===== config.mk =====
export PLATFORM = sky130hd
export DESIGN_NAME = alu_seq
export DESIGN_NICKNAME = d
export VERILOG_FILES = /design/src/rtl/alu_seq.sv
export SDC_FILE = /design/constraint.sdc
export NUM_CORES = 1
export LEC_CHECK = 0
export ABC_AREA = 0
export CAP_MARGIN = 10
export CORE_MARGIN = 3
export CORE_UTILIZATION = 60
export CTS_CLUSTER_DIAMETER = 60
export DETAILED_ROUTE_END_ITERATION = 10
export PLACE_DENSITY_LB_ADDON = 0.08
export REMOVE_ABC_BUFFERS = 1
export SLEW_MARGIN = 0
export SYNTH_ARGS = -nofsm -noshare
export SYNTH_HDL_FRONTEND = slang
export SYNTH_SLANG_ARGS = --single-unit

===== constraint.sdc =====
create_clock -name clk -period 8.65 [get_ports clk]
set_clock_uncertainty 0.1 [all_clocks]
set_input_delay 1.2975 -clock clk [delete_from_list [all_inputs] [get_ports clk]]
set_output_delay 1.2975 -clock clk [all_outputs]
set_load 0.005 [all_outputs]

===== src/rtl/alu_seq.sv =====
// alu_seq: sequential ALU with single-cycle arithmetic/logic/shift ops,
// a shift-add multiplier and an optional restoring divider.
// Build option: define ALU_DIV_EN to include the divu datapath; without it
// func 011011 decodes as an illegal operation.
module alu_seq #(
  parameter int WIDTH = 32,
  parameter int SHW   = $clog2(WIDTH)
) (
  input  logic             clk,
  input  logic             resetn,
  input  logic             in_valid,
  output logic             in_ready,
  input  logic [2:0]       aluop,
  input  logic [5:0]       func,
  input  logic [WIDTH-1:0] a,
  input  logic [WIDTH-1:0] b,
  input  logic [SHW-1:0]   shamt,
  output logic             out_valid,
  input  logic             out_ready,
  output logic [WIDTH-1:0] result,
  output logic [WIDTH-1:0] hi,
  output logic             zero,
  output logic             illegal
);

  localparam int CW = $clog2(WIDTH) + 1;
  localparam logic [CW-1:0] LAST_STEP = CW'(WIDTH - 1);

  typedef enum logic [1:0] {IDLE, BUSY, DONE} state_t;

  typedef enum logic [3:0] {
    OP_ADD, OP_SUB, OP_AND, OP_OR, OP_SLT,
    OP_SLL, OP_SRL, OP_SRA, OP_MULTU, OP_DIVU, OP_ILL
  } op_t;

  state_t state, state_next;
  op_t dec_op;

  logic             ready_armed;
  logic             accept;
  logic [WIDTH-1:0] alu_res;
  logic [WIDTH-1:0] work_hi;
  logic [WIDTH-1:0] work_lo;
  logic [WIDTH-1:0] op_q;
  logic [CW-1:0]    count;
  logic [WIDTH:0]   mul_sum;
  logic [WIDTH-1:0] step_hi;
  logic [WIDTH-1:0] step_lo;
`ifdef ALU_DIV_EN
  logic             busy_div;
  logic [WIDTH:0]   div_shift;
  logic [WIDTH+1:0] div_diff;
`endif

  // Requests are only taken in IDLE, and never before the first edge after reset.
  assign in_ready = ready_armed && (state == IDLE);
  assign accept   = in_valid && in_ready;

  // Map the main-decoder op class and R-type func field onto one internal op.
  always_comb begin
    dec_op = OP_ILL;
    case (aluop)
      3'b000: dec_op = OP_ADD;
      3'b001: dec_op = OP_SUB;
      3'b010: dec_op = OP_AND;
      3'b011: dec_op = OP_OR;
      3'b100: dec_op = OP_SLT;
      default: begin
        case (func)
          6'b100000: dec_op = OP_ADD;
          6'b100010: dec_op = OP_SUB;
          6'b100100: dec_op = OP_AND;
          6'b100101: dec_op = OP_OR;
          6'b101010: dec_op = OP_SLT;
          6'b000000: dec_op = OP_SLL;
          6'b000010: dec_op = OP_SRL;
          6'b000011: dec_op = OP_SRA;
          6'b011001: dec_op = OP_MULTU;
`ifdef ALU_DIV_EN
          6'b011011: dec_op = OP_DIVU;
`endif
          default:   dec_op = OP_ILL;
        endcase
      end
    endcase
  end

  // Single-cycle result straight from the request operands; illegal yields 0.
  always_comb begin
    alu_res = '0;
    case (dec_op)
      OP_ADD: alu_res = a + b;
      OP_SUB: alu_res = a - b;
      OP_AND: alu_res = a & b;
      OP_OR:  alu_res = a | b;
      OP_SLT: alu_res = {{(WIDTH-1){1'b0}}, ($signed(a) < $signed(b))};
      OP_SLL: alu_res = a << shamt;
      OP_SRL: alu_res = a >> shamt;
      OP_SRA: alu_res = $unsigned($signed(a) >>> shamt);
      default: alu_res = '0;
    endcase
  end

  // One iteration of shift-add multiply, or of restoring divide when dividing.
  always_comb begin
    mul_sum = {1'b0, work_hi} + (work_lo[0] ? {1'b0, op_q} : '0);
    step_hi = mul_sum[WIDTH:1];
    step_lo = {mul_sum[0], work_lo[WIDTH-1:1]};
`ifdef ALU_DIV_EN
    div_shift = {work_hi, work_lo[WIDTH-1]};
    div_diff  = {1'b0, div_shift} - {2'b00, op_q};
    if (busy_div) begin
      if (!div_diff[WIDTH+1]) begin
        step_hi = div_diff[WIDTH-1:0];
        step_lo = {work_lo[WIDTH-2:0], 1'b1};
      end else begin
        step_hi = div_shift[WIDTH-1:0];
        step_lo = {work_lo[WIDTH-2:0], 1'b0};
      end
    end
`endif
  end

  // State register; reset aborts any operation in flight.
  always_ff @(posedge clk or negedge resetn) begin
    if (!resetn) state <= IDLE;
    else         state <= state_next;
  end

  // Next-state: multi-cycle ops go through BUSY, everything else straight to DONE.
  always_comb begin
    state_next = state;
    case (state)
      IDLE: begin
        if (accept) begin
          state_next = DONE;
          if (dec_op == OP_MULTU) state_next = BUSY;
`ifdef ALU_DIV_EN
          if (dec_op == OP_DIVU && b != '0) state_next = BUSY;
`endif
        end
      end
      BUSY: if (count == LAST_STEP) state_next = DONE;
      DONE: if (out_ready) state_next = IDLE;
      default: state_next = IDLE;
    endcase
  end

  // Datapath and registered outputs; results only change on accept or the final iteration.
  always_ff @(posedge clk or negedge resetn) begin
    if (!resetn) begin
      ready_armed <= 1'b0;
      out_valid   <= 1'b0;
      result      <= '0;
      hi          <= '0;
      zero        <= 1'b0;
      illegal     <= 1'b0;
      work_hi     <= '0;
      work_lo     <= '0;
      op_q        <= '0;
      count       <= '0;
`ifdef ALU_DIV_EN
      busy_div    <= 1'b0;
`endif
    end else begin
      ready_armed <= 1'b1;
      out_valid   <= (state_next == DONE);
      if (accept) begin
        count <= '0;
        case (dec_op)
          OP_MULTU: begin
            work_hi <= '0;
            work_lo <= b;
            op_q    <= a;
`ifdef ALU_DIV_EN
            busy_div <= 1'b0;
`endif
          end
`ifdef ALU_DIV_EN
          OP_DIVU: begin
            if (b == '0) begin
              result  <= '1;
              hi      <= a;
              zero    <= 1'b0;
              illegal <= 1'b0;
            end else begin
              work_hi  <= '0;
              work_lo  <= a;
              op_q     <= b;
              busy_div <= 1'b1;
            end
          end
`endif
          default: begin
            result  <= alu_res;
            hi      <= '0;
            zero    <= (alu_res == '0);
            illegal <= (dec_op == OP_ILL);
          end
        endcase
      end else if (state == BUSY) begin
        work_hi <= step_hi;
        work_lo <= step_lo;
        count   <= count + CW'(1);
        if (count == LAST_STEP) begin
          result  <= step_lo;
          hi      <= step_hi;
          zero    <= (step_lo == '0);
          illegal <= 1'b0;
        end
      end
    end
  end

endmodule


==> summary.txt <==
Status
  – Status: complete, but fails checks
  – Failing checks: DRC

Yosys
  – FF+latch count, synth: 172
  – Ys Warns: 0
  – Top post-synthesis cells by count: nand2_1 (318), nor2_1 (207), o21ai_0 (179), dfrtp_1 (172), a21oi_1 (165)
  – Syn_area_per_cell: a little under 8 um^2
  – Post-Syn Area: between 15000 and 20000 um^2
  – Synth top area cells: dfrtp_1 (22%), ha_1 (9.4%), nand2_1 (6.2%)
  – Synth Instances: 2485
  – Post-synthesis async set-or-reset flop share: 100%
  – Synth Flop Type: dfrtp_1
  – Netlist cell types: 92
  – Yosys top cell area share: between 20% and 30%
  – Cell taking the most area after synthesis: dfrtp_1
  – Top-count cell post-synth: nand2_1
  – Post-synth EDFFs: 0
  – Post-synthesis sequential area ratio: between 20 and 25%

Floorplanning
  – Core ar.: around 32000 um^2
  – IO Count: 150
  – Die footprint: 34500 um^2
  – Starting density of the core: 61.1%
  – Row cnt: between 60 and 70
  – Die H: around 190 um
  – Die width: roughly 190 um

Clock tree
  – Clock slew at reported path FFs: 0.07 ns
  – H-tree depth: 4
  – CTS Buffer Depth: 2
  – CTS sink count: 172
  – CTS tree: yes
  – Post-CTS Resized: 0
  – Clk root buf: clkbuf_16
  – Skew-Pair Late Insertion Delay: between 0.4 and 0.5 ns
  – Post-CTS Setup Inserts: 0
  – CTS Buf Count: 17
  – # hold bufs at CTS: 0

Pwr
  – Internal Power: about 2.4 mW
  – Peak supply drop: between 0.2 and 0.25 mV
  – LEAKAGE: between 9 and 10 nW
  – PD cells: 200 nW/um^2
  – Gate power share: between 50% and 60%
  – Clock network fraction of total power: 18.8%
  – Reg power frac: 31.0%
  – Sw Pwr: between 1.5 and 2 mW
  – Net Sw Frac: between 40% and 50%

Drt
  – Drt wl/cell: around 28 um
  – Final ANT Viol Nets: 0
  – Residual DRC count: 1
  – Vias post-DR: approximately 21000
  – Vias/cell: 7.35
  – Final WL: 82000 um
  – Drt first pass iters: 11
  – 1st-iter DRT viols: 3702

Layout
  – Layout area overhead: 10.7%
  – Final cell count without fillers: 2918
  – Antenna diodes: 0
  – Multi-input combinational cell area: 13800 um^2
  – Nets@finish: 2734
  – FF+latch area: 4300 um^2
  – Share of cells above drive strength 1: between 8 and 9%
  – Fill cell count: around 2600

Timing
  – Peak Freq: approximately 150 MHz
  – Crit path time final: about 7 ns
  – Slew Limit Fails: 0
  – Fin. Hold Viols: 0
  – Worst-Margin Slew: ~1.4 ns
  – Final setup viols: 0
  – Rel. slew slack: between 3 and 4%
  – Post-route setup TNS: 0 ns
  – Final Cycle Share: between 70 and 80%
  – RSZ-0062 raised after global routing: no

Global route
  – Grt ovf: 0
  – Vias in the first global route: about 20000
  – Global Route Usage Sum: a little under half
  – Largest net degree at the start of global routing: between 70 and 80
  – Wire length of the first global-routing pass: ~120000 um
  – Initial antenna violation count: 0

Setup path
  – WP data arrival: roughly 7.2 ns
  – Reg2Reg Depth: 16
  – Crit start category: input pin
  – FF-to-FF setup slack: between 3 and 4 ns
  – Reg-to-Reg End: work_hi[29]$_DFFE_PN0P_
  – CP Data Required Time: a little under 9 ns
  – Critical Path End Type: flip-flop
  – CP Class: input pin to flip-flop
  – Worst r2r src: work_lo[0]$_DFFE_PN0P_
  – Crit path max fanout: 10

Worst hold path
  – Hold Crit Endpoint: hi[23]$_DFFE_PN0P_
  – Hold crit path type: flip-flop to flip-flop
  – Hold path depth: 2
  – Hold Startpoint: hi[23]$_DFFE_PN0P_

Placed design
  – HPWL Detailed: ~61000 um
  – Dpl cells: approximately 2900
  – Placer Congestion: ~1.1
  – PortBufs: ~150

Job
  – Max cap viols: 0
-- stage by stage --
step	instance area, um^2	utilization (%)	total power, mW	worst slack, ns	hold slack (ns)
after floorplan	18500	-	2.49	3.04	0.345
after global placement	20800	65.7	3.30	1.80	0.358
after detailed placement	20900	65.7	3.39	1.68	0.366
after CTS	21400	67.6	4.22	2.17	0.382
after global routing	21400	67.6	4.51	1.79	0.404
final	21400	67.6	4.30	1.76	0.377
-- sequential cells by signal, indices dropped and copies added, names as in the netlist, 2 cells and up --
name and count:
count 6, hi 32, op_q 32, result 32, state 2, work_hi 32
work_lo 32
-- kinds of logic after synthesis --
| logic type | synth area share, % |
|---|---|
| xor+xnor | 1.85 |
| fa+ha+maj | 9.73 |
| simple gates | 20.9 |
| buf+inv | 6.61 |
| other cells | 0.0193 |
| mux | 12.2 |
| compound gates | 26.5 |
| flops | 22.2 |
-- routing by layer --
layer	vias up	wire (um)	GRT usage, %
met5	-	41	1.00
met4	2	5840	25.5
met3	387	10600	13.1
met2	1747	34900	69.8
met1	10200	30600	59.4
li1	9149	-	-
-- worst max path at each step --
stage | start | endpoint | cells past startpoint
after floorplan | in_valid | work_hi[11]$_DFFE_PN0P_ | 5
after global placement | a[1] | zero$_DFFE_PN0P_ | 14
after detailed placement | a[1] | zero$_DFFE_PN0P_ | 14
after CTS | a[1] | zero$_DFFE_PN0P_ | 14
after global routing | a[12] | zero$_DFFE_PN0P_ | 16
final | a[1] | zero$_DFFE_PN0P_ | 14
-- layout make-up --
cell class,count,area share (%)
Multi-Input combinational cell,2004,64.5
Sequential cell,172,20.1
Timing Repair Buffer,189,8.28
Tap cell,402,2.35
Inverter,119,2.08
Clock buffer,19,2.02
Clock inverter,13,0.747
-- critical path, stage by stage --
cell and delay (ns):
clkdlybuf4s50_1 0.79, inv_1 0.21, ha_1 0.37, nor2_1 0.07, o311ai_0 0.88, a21oi_1 0.39
xnor2_1 0.23, a21o_1 0.19, a2111oi_0 1.17, and4b_1 0.38, nand4_1 0.21, nor4_1 0.52
nand4b_1 0.15, o32ai_1 0.29
-- cells in the final DEF, fill, tap and decap left out, types with 43 or more instances in the layout --
| master | Yosys | layout |
|---|---|---|
| nand2_1 | 318 | 316 |
| nor2_1 | 207 | 206 |
| o21ai_0 | 179 | 179 |
| dfrtp_1 | 172 | 172 |
| a21oi_1 | 165 | 165 |
| ha_1 | 146 | 146 |
| clkdlybuf4s50_1 | 0 | 144 |
| inv_1 | 117 | 117 |
| mux2i_1 | 71 | 71 |
| mux2_2 | 60 | 60 |
| nor3_1 | 56 | 56 |
| and2_1 | 52 | 51 |
| nand3_1 | 46 | 46 |
| mux4_2 | 43 | 43 |
-- power by group through the flow --
stage	Clock (mW)	Combinational [mW]	Sequential, mW
3_5_place_dp	0	2.06	1.33
5_1_grt	0.838	2.31	1.36
4_1_cts	0.810	2.09	1.32
2_1_floorplan	0	1.21	1.28
6_report	0.809	2.16	1.33
3_3_place_gp	0	1.99	1.31
(Power assumes the default switching activity.)
